==> config.mk <==
export PLATFORM = sky130hd
export DESIGN_NAME = vga_time_feed
export DESIGN_NICKNAME = d
export VERILOG_FILES = /design/src/rtl/vga_time_feed_pkg.sv /design/src/rtl/vga_time_feed_bcd_timer_down.sv /design/src/rtl/vga_time_feed.sv
export SDC_FILE = /design/constraint.sdc
export NUM_CORES = 1
export LEC_CHECK = 0
export CAP_MARGIN = 20
export CELL_PAD_IN_SITES_DETAIL_PLACEMENT = 0
export CELL_PAD_IN_SITES_GLOBAL_PLACEMENT = 1
export CORE_ASPECT_RATIO = 0.7
export CORE_UTILIZATION = 40
export DETAILED_ROUTE_END_ITERATION = 6
export GPL_TIMING_DRIVEN = 0
export PLACE_DENSITY = 0.84
export SYNTH_ARGS = -nofsm -noshare
export SYNTH_HDL_FRONTEND = slang
export SYNTH_SLANG_ARGS = --single-unit
==> constraint.sdc <==
create_clock -name clk -period 4.05 [get_ports clk]
set_clock_uncertainty 0.2 [all_clocks]
set_input_delay 1.215 -clock clk [delete_from_list [all_inputs] [get_ports clk]]
set_output_delay 1.215 -clock clk [all_outputs]
set_load 0.005 [all_outputs]
==> src/rtl/vga_time_feed_pkg.sv <==
// rtl/vga_time_feed_pkg.sv - shared address map, CTRL fields and BCD helper for vga_time_feed
package vga_time_feed_pkg;

    localparam logic [7:0] ADDR_HOUR0  = 8'h00;
    localparam logic [7:0] ADDR_HOUR1  = 8'h01;
    localparam logic [7:0] ADDR_HOUR2  = 8'h02;
    localparam logic [7:0] ADDR_DATE0  = 8'h03;
    localparam logic [7:0] ADDR_DATE1  = 8'h04;
    localparam logic [7:0] ADDR_DATE2  = 8'h05;
    localparam logic [7:0] ADDR_TIMER0 = 8'h06;
    localparam logic [7:0] ADDR_TIMER1 = 8'h07;
    localparam logic [7:0] ADDR_TIMER2 = 8'h08;
    localparam logic [7:0] ADDR_CTRL   = 8'h09;
    localparam logic [7:0] ADDR_COMMIT = 8'h0A;
    localparam logic [7:0] ADDR_STATUS = 8'h0B;

    localparam int CTRL_PROG    = 0;
    localparam int CTRL_RUN     = 1;
    localparam int CTRL_CLR     = 2;
    localparam int CTRL_DIR_LSB = 4;

    localparam logic [7:0] BCD_ZERO = 8'h00;

    typedef struct packed {
        logic [7:0] val;
        logic       borrow;
    } bcd_dec_t;

    // Decrement a two-digit BCD byte; when it underflows from 00 the tens
    // digit reloads with tens_wrap and a borrow is passed to the next byte.
    function automatic bcd_dec_t bcd_dec(input logic [7:0] v, input logic [3:0] tens_wrap);
        bcd_dec_t r;
        r.val    = v;
        r.borrow = 1'b0;
        if (v[3:0] == 4'd0) begin
            r.val[3:0] = 4'd9;
            if (v[7:4] == 4'd0) begin
                r.val[7:4] = tens_wrap;
                r.borrow   = 1'b1;
            end else begin
                r.val[7:4] = v[7:4] - 4'd1;
            end
        end else begin
            r.val[3:0] = v[3:0] - 4'd1;
        end
        return r;
    endfunction

endpackage

==> src/rtl/vga_time_feed_bcd_timer_down.sv <==
// rtl/vga_time_feed_bcd_timer_down.sv - hh:mm:ss BCD countdown with per-byte load
module bcd_timer_down
    import vga_time_feed_pkg::*;
(
    input  logic       clk,
    input  logic       rst_n,
    input  logic [2:0] load_en,
    input  logic [7:0] load_data,
    input  logic       tick,
    input  logic       run,
    output logic [7:0] sec,
    output logic [7:0] min,
    output logic [7:0] hr,
    output logic       zero,
    output logic       done
);

    logic [7:0] sec_q, sec_d;
    logic [7:0] min_q, min_d;
    logic [7:0] hr_q,  hr_d;
    bcd_dec_t   dec_s, dec_m, dec_h;
    logic       step;

    // Next-value logic: any byte load suppresses the tick for the whole counter.
    always_comb begin
        sec_d = sec_q;
        min_d = min_q;
        hr_d  = hr_q;
        zero  = (sec_q == BCD_ZERO) && (min_q == BCD_ZERO) && (hr_q == BCD_ZERO);
        dec_s = bcd_dec(sec_q, 4'd5);
        dec_m = bcd_dec(min_q, 4'd5);
        dec_h = bcd_dec(hr_q, 4'd0);
        step  = tick && run && !zero && (load_en == 3'b000);
        if (load_en != 3'b000) begin
            if (load_en[0]) sec_d = load_data;
            if (load_en[1]) min_d = load_data;
            if (load_en[2]) hr_d  = load_data;
        end else if (step) begin
            sec_d = dec_s.val;
            if (dec_s.borrow) begin
                min_d = dec_m.val;
                if (dec_m.borrow) begin
                    hr_d = dec_h.val;
                end
            end
        end
        done = step && (sec_d == BCD_ZERO) && (min_d == BCD_ZERO) && (hr_d == BCD_ZERO);
    end

    // Counter state registers.
    always_ff @(posedge clk or negedge rst_n) begin
        if (!rst_n) begin
            sec_q <= BCD_ZERO;
            min_q <= BCD_ZERO;
            hr_q  <= BCD_ZERO;
        end else begin
            sec_q <= sec_d;
            min_q <= min_d;
            hr_q  <= hr_d;
        end
    end

    assign sec = sec_q;
    assign min = min_q;
    assign hr  = hr_q;

endmodule

==> src/rtl/vga_time_feed.sv <==
// rtl/vga_time_feed.sv - PicoBlaze register file feeding tear-free clock/date/timer bytes to the VGA top
module vga_time_feed
    import vga_time_feed_pkg::*;
#(
    parameter bit VSYNC_ACT_LOW = 1'b1
) (
    input  logic       clk,
    input  logic       reset,
    input  logic [7:0] port_id,
    input  logic [7:0] out_port,
    input  logic       write_strobe,
    output logic [7:0] in_port,
    input  logic       tick_1hz,
    input  logic       vsync,
    output logic [7:0] hour_in1,
    output logic [7:0] hour_in2,
    output logic [7:0] hour_in3,
    output logic [7:0] fecha_in1,
    output logic [7:0] fecha_in2,
    output logic [7:0] fecha_in3,
    output logic [7:0] timer_in1,
    output logic [7:0] timer_in2,
    output logic [7:0] timer_in3,
    output logic       programar_on,
    output logic [3:0] direccion_actual_pantalla,
    output logic       activar_alarma
);

    // Idle level of vsync; the edge detector resets here so release of reset
    // does not fake a frame start while vsync sits idle.
    localparam logic VSYNC_IDLE = VSYNC_ACT_LOW;

    logic            vsync_q, vsync_d;
    logic            fs_q, fs_d;
    logic [2:0][7:0] hour_sh_q, hour_sh_d;
    logic [2:0][7:0] date_sh_q, date_sh_d;
    logic            prog_sh_q, prog_sh_d;
    logic [3:0]      dir_sh_q, dir_sh_d;
    logic [2:0][7:0] hour_disp_q, hour_disp_d;
    logic [2:0][7:0] date_disp_q, date_disp_d;
    logic [2:0][7:0] timer_disp_q, timer_disp_d;
    logic            prog_disp_q, prog_disp_d;
    logic [3:0]      dir_disp_q, dir_disp_d;
    logic            run_q, run_d;
    logic            alarm_q, alarm_d;
    logic            pend_q, pend_d;

    logic [2:0]      tmr_load;
    logic [7:0]      tmr_sec, tmr_min, tmr_hr;
    logic            tmr_zero, tmr_done;
    logic            commit_wr;

    // Timer byte writes go straight to the live counter.
    always_comb begin
        tmr_load    = 3'b000;
        tmr_load[0] = write_strobe && (port_id == ADDR_TIMER0);
        tmr_load[1] = write_strobe && (port_id == ADDR_TIMER1);
        tmr_load[2] = write_strobe && (port_id == ADDR_TIMER2);
        commit_wr   = write_strobe && (port_id == ADDR_COMMIT);
    end

    bcd_timer_down u_timer (
        .clk       (clk),
        .rst_n     (reset),
        .load_en   (tmr_load),
        .load_data (out_port),
        .tick      (tick_1hz),
        .run       (run_q),
        .sec       (tmr_sec),
        .min       (tmr_min),
        .hr        (tmr_hr),
        .zero      (tmr_zero),
        .done      (tmr_done)
    );

    // Frame-start detector: registered vsync compared against the live pin.
    always_comb begin
        vsync_d = vsync;
        if (VSYNC_ACT_LOW) fs_d = vsync_q && !vsync;
        else               fs_d = !vsync_q && vsync;
    end

    // Register file, run/alarm control and frame-synchronous display update.
    always_comb begin
        hour_sh_d    = hour_sh_q;
        date_sh_d    = date_sh_q;
        prog_sh_d    = prog_sh_q;
        dir_sh_d     = dir_sh_q;
        hour_disp_d  = hour_disp_q;
        date_disp_d  = date_disp_q;
        timer_disp_d = timer_disp_q;
        prog_disp_d  = prog_disp_q;
        dir_disp_d   = dir_disp_q;
        run_d        = run_q;
        alarm_d      = alarm_q;
        pend_d       = pend_q;

        if (write_strobe) begin
            case (port_id)
                ADDR_HOUR0: hour_sh_d[0] = out_port;
                ADDR_HOUR1: hour_sh_d[1] = out_port;
                ADDR_HOUR2: hour_sh_d[2] = out_port;
                ADDR_DATE0: date_sh_d[0] = out_port;
                ADDR_DATE1: date_sh_d[1] = out_port;
                ADDR_DATE2: date_sh_d[2] = out_port;
                ADDR_CTRL: begin
                    run_d     = out_port[CTRL_RUN];
                    prog_sh_d = out_port[CTRL_PROG];
                    dir_sh_d  = out_port[CTRL_DIR_LSB +: 4];
                    if (out_port[CTRL_CLR]) alarm_d = 1'b0;
                end
                default: ;
            endcase
        end

        // Countdown reaching zero stops the timer and wins over a clear.
        if (tmr_done) begin
            run_d   = 1'b0;
            alarm_d = 1'b1;
        end

        if (fs_q) begin
            timer_disp_d = {tmr_hr, tmr_min, tmr_sec};
            if (pend_q) begin
                hour_disp_d = hour_sh_q;
                date_disp_d = date_sh_q;
                prog_disp_d = prog_sh_q;
                dir_disp_d  = dir_sh_q;
                pend_d      = 1'b0;
            end
        end

        // A commit landing on the frame-start cycle waits for the next frame.
        if (commit_wr) pend_d = 1'b1;
    end

    // State registers.
    always_ff @(posedge clk or negedge reset) begin
        if (!reset) begin
            vsync_q      <= VSYNC_IDLE;
            fs_q         <= 1'b0;
            hour_sh_q    <= '0;
            date_sh_q    <= '0;
            prog_sh_q    <= 1'b0;
            dir_sh_q     <= 4'd0;
            hour_disp_q  <= '0;
            date_disp_q  <= '0;
            timer_disp_q <= '0;
            prog_disp_q  <= 1'b0;
            dir_disp_q   <= 4'd0;
            run_q        <= 1'b0;
            alarm_q      <= 1'b0;
            pend_q       <= 1'b0;
        end else begin
            vsync_q      <= vsync_d;
            fs_q         <= fs_d;
            hour_sh_q    <= hour_sh_d;
            date_sh_q    <= date_sh_d;
            prog_sh_q    <= prog_sh_d;
            dir_sh_q     <= dir_sh_d;
            hour_disp_q  <= hour_disp_d;
            date_disp_q  <= date_disp_d;
            timer_disp_q <= timer_disp_d;
            prog_disp_q  <= prog_disp_d;
            dir_disp_q   <= dir_disp_d;
            run_q        <= run_d;
            alarm_q      <= alarm_d;
            pend_q       <= pend_d;
        end
    end

    // PicoBlaze read mux.
    always_comb begin
        in_port = 8'h00;
        case (port_id)
            ADDR_HOUR0:  in_port = hour_sh_q[0];
            ADDR_HOUR1:  in_port = hour_sh_q[1];
            ADDR_HOUR2:  in_port = hour_sh_q[2];
            ADDR_DATE0:  in_port = date_sh_q[0];
            ADDR_DATE1:  in_port = date_sh_q[1];
            ADDR_DATE2:  in_port = date_sh_q[2];
            ADDR_TIMER0: in_port = tmr_sec;
            ADDR_TIMER1: in_port = tmr_min;
            ADDR_TIMER2: in_port = tmr_hr;
            ADDR_CTRL:   in_port = {dir_sh_q, 2'b00, run_q, prog_sh_q};
            ADDR_STATUS: in_port = {6'b0, pend_q, alarm_q};
            default:     in_port = 8'h00;
        endcase
    end

    assign hour_in1                  = hour_disp_q[0];
    assign hour_in2                  = hour_disp_q[1];
    assign hour_in3                  = hour_disp_q[2];
    assign fecha_in1                 = date_disp_q[0];
    assign fecha_in2                 = date_disp_q[1];
    assign fecha_in3                 = date_disp_q[2];
    assign timer_in1                 = timer_disp_q[0];
    assign timer_in2                 = timer_disp_q[1];
    assign timer_in3                 = timer_disp_q[2];
    assign programar_on              = prog_disp_q;
    assign direccion_actual_pantalla = dir_disp_q;
    assign activar_alarma            = alarm_q;

endmodule

## Word-level counts from Yosys, hierarchy flattened

Index checks and enable logic that the tools add are counted.

| storage, ports and cells | value |
|---|---|
| bits in writable memories | 0 |
| latch bits | 0 |
| memories kept | 0 |
| output and inout port bits | 86 |
| register bits after elaboration | 159 |
| input port bits | 21 |
| memory bits (read-only) | 0 |
| logic and storage cells | 123 |

| cells by class | value |
|---|---|
| div/mod/pow operators | 0 |
| equality and inequality tests | 11 |
| bitwise operators | 0 |
| shift operators | 0 |
| reductions and logical operators | 44 |
| order comparisons | 0 |
| add/subtract/negate cells | 6 |
| muxes and demuxes | 35 |
| multipliers | 0 |

Operator list:

| kind | number |
|---|---|
| $mux 8 | 12 |
| $pmux 8 s11 | 1 |
| $logic_not 8->1 | 7 |
| $mux 4 | 9 |
| $eq 8x3->1 const B | 4 |
| $eq 8x4->1 const B | 4 |
| $logic_not 4->1 | 6 |
| $sub 4x1->4 const B | 6 |
| $reduce_and 2->1 | 9 |
| $eq 8x2->1 const B | 2 |
| $logic_and 1x1->1 | 13 |
| $mux 1 | 13 |
| $eq 8x1->1 const B | 1 |
| $reduce_bool 2->1 | 4 |
| $logic_not 3->1 | 1 |
| $reduce_and 3->1 | 1 |
| $reduce_bool 3->1 | 1 |
| $logic_not 1->1 | 2 |

## Depth between registers and ports, before layout

Gate-level depths: netlist (run 1).

| depth | value |
|---|---|
| word-level depth | 14 |
| mapped depth | 11 |
| mapped depth without buffers | 8 |

## Cells and area by module

A second synthesis (run 1) with hierarchy kept.

| second synthesis, totals | value |
|---|---|
| cell total of the unflattened synthesis | 630 |
| area total of the unflattened synthesis | 7,653.6 um^2 |

By module, submodules not included:

| module | sequential area each (um^2) | cells each | instances | area each (um^2) |
|---|---|---|---|---|
| vga_time_feed | 3,379.5 | 439 | 1 | 5,985.7 |
| bcd_timer_down | 600.6 | 191 | 1 | 1,667.8 |

## Worst setup path after synthesis (run 1)

Ideal clock, no wire load.

| path | value |
|---|---|
| kind | input to output |
| from | in port_id[0] |
| to | out in_port[3] |
| arrival time | 2,951 ps |
| path slack | -316 ps |
| path buffers | 2 |
| cell stages on the path | 5 |
| required time | 2,635 ps |
| path through | buf_1 > buf_1 > mux4_2 > a22oi_1 > o31ai_1 |

| on the way | value |
|---|---|
| cells in the longest elaborated chain, start to end | 2 |

RTL lines:

| what | line | source |
|---|---|---|
| from (decl) | vga_time_feed.sv:9 | `input logic [7:0] port_id,` |
| $eq 8x4->1, or another cell as far along | vga_time_feed.sv:175 | `case (port_id)` |
| $pmux 8 s11 * | vga_time_feed.sv:175 |  |
| to (decl) | vga_time_feed.sv:12 | `output logic [7:0] in_port,` |

Every way passes the cells marked *; elsewhere a longest branch is shown, timed or not.

## Worst setup path after layout (run 1)

| path | value |
|---|---|
| from | in port_id[5] |
| to | out in_port[7] |

The elaborated chain is that of the path after synthesis.

==> results of run 1 <==
-- worst paths after layout --
check	endpoint	cells past startpoint	slack (ns)
min in group asynchronous	hour_in1[6]$_DFFE_PN0P_	1	0.56
max	in_port[7]	10	-0.24
max reg2reg	activar_alarma$_DFFE_PN0P_	8	0.14
max in group asynchronous	timer_in1[6]$_DFFE_PN0P_	2	2.21
min	timer_in2[1]$_DFFE_PN0P_	1	0.31
min reg2reg	timer_in2[1]$_DFFE_PN0P_	1	0.31
-- per-stage QoR --
step / hold WS, ns / cell area, sq um / instances / utilization / setup TNS (ns)
after CTS: 0.307 / 9790 / 976 / 0.536 / -1.84
after detailed placement: 0.293 / 8910 / 932 / 0.488 / -22.93
after global routing: 0.325 / 10100 / 1002 / 0.553 / -1.69
final: 0.306 / 10100 / 1002 / 0.553 / -1.25
after floorplan: 0.267 / 7600 / 596 / - / 0
after global placement: 0.290 / 8880 / 931 / 0.486 / -720.29
-- power groups by stage --
stage / Sequential, mW / Combinational (mW) / Clock [mW]
2_1_floorplan: 1.84 / 0.386 / 0
3_5_place_dp: 1.91 / 0.671 / 0
4_1_cts: 1.88 / 0.698 / 1.70
6_report: 1.88 / 0.734 / 1.68
5_1_grt: 1.91 / 0.787 / 1.77
3_3_place_gp: 1.91 / 0.654 / 0
-- layout by cell type, fill, tap and decap left out, drive strengths merged, types with 4 or more instances in the layout --
master and instances:
and3 6, dfrtp 158, clkdlybuf4s50 83, inv 11
o22ai 4, o211ai 7, o21ai 18, o311ai 4
clkinv 6, nand3 11, nor2b 4, nor2 22
and2 4, or4 4, nand2 26, nand4 5
a22oi 8, a21oi 8, a211oi 4, nor3 14
buf 71, mux2 126, mux4 13, a211o 4
nor4 10, a31oi 5, mux2i 13, clkbuf 39
or3 6, or2 4, o31ai 10
-- cell families after synthesis --
logic type             Yosys count  share of synthesized area
buffers and inverters           47                     0.0244
XOR/XNOR                         3                    0.00348
multiplexers                   152                      0.244
AND/OR/NAND/NOR                134                      0.103
flip-flops                     159                      0.527
AO/OA/AOI/OAI                  101                     0.0986
-- worst reg2reg max path: cells and delay by family, from the launching register on --
kind	cells	cell delay, ns
compound gates	3	0.70
simple gates	5	2.44
flops	1	0.51
-- layer usage --
| metal | up-vias | global-route usage | share of wire |
|---|---|---|---|
| met1 | 3057 | 0.372 | 0.47 |
| li1 | 2592 | - | - |
| met2 | 299 | 0.372 | 0.42 |
| met3 | 34 | 0.0662 | 0.086 |
| met4 | 0 | 0.0728 | 0.016 |
| met5 | - | 0 | 0 |
-- layout make-up --
type                       instances  area, sq um  share of cell area
sequential                       159         3980               0.394
multi-input combinational        390         3540               0.351
timing repair buffer             140         1350               0.134
clock buffer                      19          453              0.0449
tap                              236          295              0.0293
buffer                            36          279              0.0276
clock inverter                    13          160              0.0159
inverter                           9         33.8             0.00335
-- what timing repair did --
action,4_1_cts,5_1_grt
setup buffers,12,26
gates resized for setup,103,23
gates cloned,1,0
pin swaps,11,11
hold buffers,0,0
setup endpoints to repair,18,10
==> metrics.yaml, run 1 <==
yosys:
  syn_inst: 596
  synth-main-ff-cell: "dfrtp_1"
  synthArstFlopShare: 1.00
  synth_area_per_cell_sq_um: 12.7
  netlist_top_cells_count: "dfrtp_1, mux2_2, nand2_1"
  netlist_area_sq_mm: 0.00755
  synth-edff-count: 0
  synth_cell_types: 68
  yosys_warnings: 0
  synth_top_area_share: 0.524
  synth_nets: 617
  yosysSeqAreaShare: 0.527
  synth.most_common_cell: "dfrtp_1"
  yosysTopAreaCell: "dfrtp_1"
  ys_ff_latch: 159
  synth_area_leaders: "dfrtp_1, mux2_2, mux4_2"
worst_setup_path:
  end_kind: "output pin"
  rr_startpoint: "u_timer.sec[5]$_DFF_PN0_"
  worstSetupStartpointType: "primary input"
  crit_path_start: "port_id[5]"
  crit_slowest_cell: "or4_4"
  path_cells: "buf_6 -> or4_4 -> clkbuf_16 -> buf_8 -> nor2_4 -> buf_6 -> a22o_1 -> nand2_1 -> nand2_2 -> buf_6"
  crit_fanout: 7
  critPathRequiredTime_ns: 2.63
  crit_top_cell: "buf_6"
  path_buf_inv: 5
  crit_family: "simple AND/OR/NAND/NOR gates"
  worstPathArrival_ns: 2.88
  max_stage_delay_ns: 0.55
  criticalPathCategory: "in2out"
sta:
  min_period_over_period: 1.06
  min_period_ns: 4.29
  final_hold_viol_count: 0
  max_slew_margin: 0.322
  grt_setup_unrepaired: "true"
  clock.fmax_mhz: 233
  worstMarginPinSlew_ns: 1.01
  setup_viol: 9
  setup_slack_ns: -0.244
  drv_slew: 0
drt:
  drtIter0Drc: 617
  wl_per_cell_um: 23.7
  postRouteAntennaNets: 0
  drc: 6
  wirelength_um: 23800
  drtPass1Iterations: 7
  vias: 5982
  vias_per_cell: 5.97
final_layout:
  drive_gt1_frac: 0.364
  synthToLayoutAreaGrowth_pct: 33.6
  reg_top3: "date_sh_q x24, hour_sh_q x24"
  n_antenna_cell: 0
  nets: 774
  fill_cells: 1493
placed_design:
  dp_worst_setup_slack_ns: -1.82
  io_buffers: 99
  place.gp.congestion: 0.941
  hpwl_um: 16700
power:
  p_sw_mw: 1.21
  p_sw_frac: 0.281
  p_int_mw: 3.09
  vdd_drop_max_v: 0.000271
  p_clk_frac: 0.390
  total_power_mw: 4.29
  powerDensity_mw_per_mm2: 425
  power.leakage_nw: 4.56
  pwr-share-comb: 0.171
  power_frac_seq: 0.439
floorplanning:
  die-area_sq_mm: 0.0194
  dieWidth_um: 166
  core.rowCount: 41
  initial_core_util: 0.414
  core_area_sq_mm: 0.0183
  die_h_um: 117
  pin_count: 107
hold_path:
  hp-class: "reg2reg"
  min_from: "timer_in2[1]$_DFFE_PN0P_"
cts:
  cts.htree.levels: 4
  cts_made_buffers: 17
  root_buffer: "clkbuf_16"
  tritoncts: "done"
  clock_latency_ns: 0.43
  cts_sinks: 159
  cts.clk_slew.worst_paths_ns: 0.06
  clock_path_buffers: 2
global_routing:
  grt_pass1_wl_um: 36300
  grt_pass1_vias: 5938
  grt-ovfl-total: 0
  grt_usage: 0.254
  grt_max_degree: 103
  antenna_found_initial: 0
status:
  violations: "DRC, setup timing"
  status: "finished, violations left"
run:
  cap_violations: 0
Note: power is estimated with default switching activity, not from simulation.
==> run 2: changes to the inputs <==
CTS_CLUSTER_SIZE = 8   (was not set)
==> results of run 2 <==
The final DEF is identical to that of run 1; final timing and power are the same.
==> run 3: changes to the inputs <==
CTS_CLUSTER_DIAMETER = 50   (was not set)
==> results of run 3 <==
The final DEF is identical to that of run 1; final timing and power are the same.
